### src/rtl/cpu_types_pkg.sv
`default_nettype none
// ============================================================================
// cpu_types_pkg
// Shared CPU datapath types: hazard scoreboard entry and forwarding constants.
// Build option: HAZARD_FWD_EN selects full forwarding (else stall-only mode).
// Revision: 1.0
// ============================================================================
package cpu_types_pkg;

    // Entry register field is sized for the widest supported register index.
    localparam int c_hz_regw_max = 8;
    localparam int FWD_RF        = 0;

`ifdef HAZARD_FWD_EN
    localparam bit c_hz_fwd_en = 1'b1;
`else
    localparam bit c_hz_fwd_en = 1'b0;
`endif

    typedef struct packed {
        logic                     valid;
        logic                     wen;
        logic [c_hz_regw_max-1:0] wsel;
        logic                     is_load;
    } hz_entry_t;

endpackage
`default_nettype wire

### src/rtl/hazard_match.sv
`default_nettype none
// ============================================================================
// hazard_match
// Per-operand priority encoder over in-flight entries (youngest stage wins).
// Build option: HAZARD_FWD_EN (via cpu_types_pkg) chooses the stall rule.
// Revision: 1.0
// ============================================================================
module hazard_match
    import cpu_types_pkg::*;
#(
    parameter int NSTAGES = 3,
    parameter int LOADLAT = 1,
    parameter int REGW    = 5,
    parameter int SELW    = 2
) (
    input  logic [NSTAGES*$bits(hz_entry_t)-1:0] i_entries,
    input  logic [REGW-1:0]                      i_rsel,
    input  logic                                 i_used,
    output logic                                 o_hit,
    output logic [SELW-1:0]                      o_stage,
    output logic                                 o_unfwd
);

    localparam int c_ew = $bits(hz_entry_t);

    logic [NSTAGES-1:0]       w_match;
    logic [NSTAGES-1:0]       w_load;
    logic [c_hz_regw_max-1:0] w_rsel;
    logic                     w_win_load;
    logic                     w_early;
    int                       w_win_k;

    assign w_rsel = c_hz_regw_max'(i_rsel);

    for (genvar k = 0; k < NSTAGES; k++) begin : g_stage
        hz_entry_t w_ent;
        assign w_ent      = hz_entry_t'(i_entries[k*c_ew +: c_ew]);
        assign w_load[k]  = w_ent.is_load;
        assign w_match[k] = i_used && (i_rsel != '0) && w_ent.valid &&
                            w_ent.wen && (w_ent.wsel == w_rsel);
    end

    always_comb begin
        o_hit      = 1'b0;
        o_stage    = '0;
        o_unfwd    = 1'b0;
        w_win_load = 1'b0;
        w_win_k    = 0;
        w_early    = 1'b0;
        // Scan oldest to youngest so the youngest match overwrites the rest.
        for (int k = NSTAGES - 1; k >= 0; k--) begin
            if (w_match[k]) begin
                o_hit      = 1'b1;
                o_stage    = SELW'(k);
                w_win_load = w_load[k];
                w_win_k    = k;
            end
        end
        for (int k = 0; k < NSTAGES - 1; k++) begin
            if (w_match[k]) begin
                w_early = 1'b1;
            end
        end
        // Without forwarding only the write-through WB stage is safe to read.
        if (c_hz_fwd_en) begin
            o_unfwd = o_hit && w_win_load && (w_win_k < LOADLAT);
        end else begin
            o_unfwd = w_early;
        end
    end

endmodule
`default_nettype wire

### src/rtl/hazard_scoreboard.sv
`default_nettype none
// ============================================================================
// hazard_scoreboard
// Decode-side hazard/forwarding unit with stall detection and stall counter.
// Build option: HAZARD_FWD_EN enables operand forwarding from later stages.
// Revision: 1.0
// ============================================================================
module hazard_scoreboard
    import cpu_types_pkg::*;
#(
    parameter int NREAD   = 2,
    parameter int NSTAGES = 3,
    parameter int LOADLAT = 1,
    parameter int REGW    = 5,
    parameter int WORDW   = 32,
    localparam int c_selw = $clog2(NSTAGES + 1)
) (
    input  logic                      CLK,
    input  logic                      RST,
    input  logic                      advance,
    input  logic                      flush,
    input  logic                      issue_valid,
    input  logic                      issue_wen,
    input  logic [REGW-1:0]           issue_wsel,
    input  logic                      issue_load,
    input  logic [NREAD*REGW-1:0]     rsel,
    input  logic [NREAD-1:0]          rsel_used,
    input  logic [NREAD*WORDW-1:0]    rdat,
    input  logic [NSTAGES*WORDW-1:0]  stage_wdat,
    output logic                      stall,
    output logic [NREAD*c_selw-1:0]   fwd_sel,
    output logic [NREAD*WORDW-1:0]    fwd_dat,
    output logic [31:0]               stall_cnt
);

    localparam int c_ew = $bits(hz_entry_t);

    hz_entry_t                  r_ent [NSTAGES];
    hz_entry_t                  w_new;
    logic [NSTAGES*c_ew-1:0]    w_ent_flat;
    logic [NREAD-1:0]           w_hit;
    logic [NREAD-1:0]           w_unfwd;
    logic [NREAD*c_selw-1:0]    w_stage;
    logic                       w_stall;
    logic                       w_accept;
    logic [31:0]                r_stall_cnt;

    for (genvar k = 0; k < NSTAGES; k++) begin : g_flat
        assign w_ent_flat[k*c_ew +: c_ew] = r_ent[k];
    end

    for (genvar i = 0; i < NREAD; i++) begin : g_rd
        int w_k;

        hazard_match #(
            .NSTAGES (NSTAGES),
            .LOADLAT (LOADLAT),
            .REGW    (REGW),
            .SELW    (c_selw)
        ) u_match (
            .i_entries (w_ent_flat),
            .i_rsel    (rsel[i*REGW +: REGW]),
            .i_used    (rsel_used[i]),
            .o_hit     (w_hit[i]),
            .o_stage   (w_stage[i*c_selw +: c_selw]),
            .o_unfwd   (w_unfwd[i])
        );

        always_comb begin
            w_k = int'(w_stage[i*c_selw +: c_selw]);
            if (c_hz_fwd_en && w_hit[i]) begin
                fwd_sel[i*c_selw +: c_selw] = w_stage[i*c_selw +: c_selw] + c_selw'(1);
                fwd_dat[i*WORDW +: WORDW]   = stage_wdat[w_k*WORDW +: WORDW];
            end else begin
                fwd_sel[i*c_selw +: c_selw] = c_selw'(FWD_RF);
                fwd_dat[i*WORDW +: WORDW]   = rdat[i*WORDW +: WORDW];
            end
        end
    end

    // Flush squashes the decoded instruction, so it can never need a stall.
    assign w_stall  = issue_valid && !flush && (|w_unfwd);
    assign w_accept = issue_valid && !w_stall && !flush;
    assign stall    = w_stall;

    always_comb begin
        w_new = '0;
        if (w_accept) begin
            w_new.valid   = 1'b1;
            w_new.wen     = issue_wen;
            w_new.wsel    = c_hz_regw_max'(issue_wsel);
            w_new.is_load = issue_load;
        end
    end

    always_ff @(posedge CLK or posedge RST) begin
        if (RST) begin
            for (int k = 0; k < NSTAGES; k++) begin
                r_ent[k] <= '0;
            end
        end else if (advance) begin
            for (int k = NSTAGES - 1; k > 0; k--) begin
                r_ent[k] <= r_ent[k-1];
            end
            r_ent[0] <= w_new;
        end
    end

    always_ff @(posedge CLK or posedge RST) begin
        if (RST) begin
            r_stall_cnt <= '0;
        end else if (w_stall && (r_stall_cnt != 32'hFFFF_FFFF)) begin
            r_stall_cnt <= r_stall_cnt + 32'd1;
        end
    end

    assign stall_cnt = r_stall_cnt;

endmodule
`default_nettype wire
### config.mk
export PLATFORM = sky130hd
export DESIGN_NAME = hazard_scoreboard
export DESIGN_NICKNAME = d
export VERILOG_FILES = /design/src/rtl/cpu_types_pkg.sv /design/src/rtl/hazard_match.sv /design/src/rtl/hazard_scoreboard.sv
export SDC_FILE = /design/constraint.sdc
export NUM_CORES = 1
export LEC_CHECK = 0
export CORE_AREA = 2 2 111 113
export DETAILED_ROUTE_END_ITERATION = 8
export DIE_AREA = 0 0 113 115
export PLACE_DENSITY = 0.83
export SETUP_SLACK_MARGIN = 0.15
export SLEW_MARGIN = 20
export SYNTH_ARGS = -nofsm -noshare
export SYNTH_HDL_FRONTEND = slang
export SYNTH_HIERARCHICAL = 1
export SYNTH_SLANG_ARGS = --single-unit
### constraint.sdc
create_clock -name CLK -period 6.5 [get_ports CLK]
set_clock_uncertainty 0.1 [all_clocks]
set_input_delay 0.975 -clock CLK [delete_from_list [all_inputs] [get_ports CLK]]
set_output_delay 0.975 -clock CLK [all_outputs]
set_load 0.1 [all_outputs]
==> results.md <==
* Routability Congestion at 0.840
* First-pass GRT wire length at 10.4 mm
* Outcome: finished with violations
* Final worst hold slack at 0.391 ns
* Pwr/cell area at 182 nW/um^2
* Setup TNS Final at 0 ns
* Initial antenna violation count at 0
* Drt pass-1 iters at 6
* Total grt overflow at 0
* DR vias/cell at 4.53
* Arrival @ worst endpoint at 4.34 ns
* Worst-path clk slew at 0.06 ns
* Failing checks: DRC
* # hold bufs at CTS at 0
* Leakage at 1.35 nW
* DRT iter0 DRCs at 92
* Syn. warnings at 6
* Final Util at 28.0%
* DP HPWL at 4.83 mm
* Wirelength, routed at 6.34 mm
* Via count at 1,959
* Die Ht at 115 um
* P&R area growth vs syn at 13.5%
* Ports at 285
* Worst-Margin Slew at 1.04 ns
* Max-cap violations at 0
* CTS tree: yes
* WL/cell at 14.7 um
* Worst-path fanout max at 3
* Worst vdd ir at 0.0000900 V
* Initial Utilization at 24.7%
* Final setup fails at 0
* Fin crit period at 5.41 ns
* # clock sinks at 46
* Crit path kind: primary input to output pin
* H-tree Lvls at 2
* Worst slew margin at 30.3%
* Hold WC Path Type: register to register
* Placement row count at 40
* Share of cells above drive strength 1 at 9.12%
* Setup bufs post-CTS at 0
* Post-Syn Instances at 283
* Total track usage at 9.89%
* Synth Cell Area at 2910 um^2
* TritonCTS buffer count at 5
* Syn Area/Cell at 10.3 um^2
* DIE WIDTH at 113 um
* CTS root buffer: clkbuf_16
* Hold Fails Final Rpt at 0
* Die area at 13,000 um^2
* Worst Path Required at 5.42 ns
* CP Launch Type: primary input
* Fin crit share at 83.2%
* FMAX at 185 MHz
* # port buffers at 55
* Largest net degree at the start of global routing at 47
* Multi-input logic area at 1270 um^2
* Vias in the first global route at 2,118
* Filler cells at 1,234
* Nets at 471
* Post-CTS sizing at 0
* RSZ-0062 raised after global routing: no
* Placeable Area at 11,800 um^2
* Flip-flop and latch area at 1150 um^2
* Final Max Slew Viols at 0
* DRC violations left at 14
* # diodes at 0
* Clock Latency Late Sink at 0.28 ns
* Crit end category: output pin
* CTS max path bufs at 2
* Final ANT Viol Nets at 0
==> worst paths after layout <==
| path | endpoint | cells past startpoint | slack [ns] | start |
|---|---|---|---|---|
| setup / recovery | stall | 8 | 1.09 | rsel[9] |
| hold / removal | stall_cnt[31] | 1 | 0.39 | stall_cnt[31] |
| setup reg to reg | stall_cnt[1] | 8 | 3.88 | r_ent[12] |
| hold reg to reg | stall_cnt[31] | 1 | 0.39 | stall_cnt[31] |
| max in group asynchronous | stall_cnt[21] | 2 | 4.58 | RST |
| min in group asynchronous | r_ent[12] | 2 | 1.13 | RST |
==> critical path, stage by stage <==
cell and delay (ns):
clkdlybuf4s50_1 0.50, or4_4 0.54, o21ai_2 0.15, nor3_1 0.08, or2_1 0.24, o21ai_0 0.62, inv_1 0.19, clkdlybuf4s50_1 1.03
==> per-layer routing <==
metal	routed length [um]	global-route usage, %	share of wire (%)
met1	2660	11.8	42
met2	3020	16.4	48
met3	621	4.22	9.8
met4	34	2.85	0.54
met5	0	0	0
==> metrics by stage <==
step / setup slack [ns] / instances / power, mW / area (um^2)
3_3_place_gp: 1.15 / 426 / 0.363 / 3170
5_1_grt: 0.906 / 432 / 0.631 / 3310
2_1_floorplan: 2.60 / 298 / 0.529 / 2970
3_5_place_dp: 1.10 / 426 / 0.365 / 3170
4_1_cts: 1.08 / 432 / 0.611 / 3310
6_report: 1.09 / 432 / 0.603 / 3310
==> state kept, by name, indices dropped and copies added (netlist names) <==
register	count
stall_cnt	32
r_ent	14
==> layout by cell type, fill, tap and decap left out, types with 2 or more instances in the layout <==
cell	instances
nand2_1	9
nor3b_1	4
xor2_1	6
and4_1	4
mux2_2	8
nand4b_1	4
nand4_1	17
or2_1	2
and2_1	3
or4_4	3
xnor2_1	44
nand3_1	12
clkbuf_16	5
nor2_1	4
conb_1	16
a22o_1	6
dfrtp_1	46
o21ai_2	2
and3_1	9
nor3_1	6
clkdlybuf4s50_1	55
inv_1	3
==> power by group <==
group / internal, mW / leakage, nW / switching, mW
Clock: 0.148 / 0.0688 / 0.0952
Combinational: 0.0284 / 0.654 / 0.0315
Sequential: 0.293 / 0.630 / 0.00724
Total: 0.469 / 1.35 / 0.134
==> area by class of cell <==
type                            instances  share of cell area (%)
Multi-Input combinational cell        174                    38.3
Sequential cell                        46                    34.8
Timing Repair Buffer                   55                    16.6
Tap cell                              147                    5.56
Clock buffer                            6                    4.20
Inverter                                4                   0.454
No activity file was read; power rests on OpenSTA's default activity.
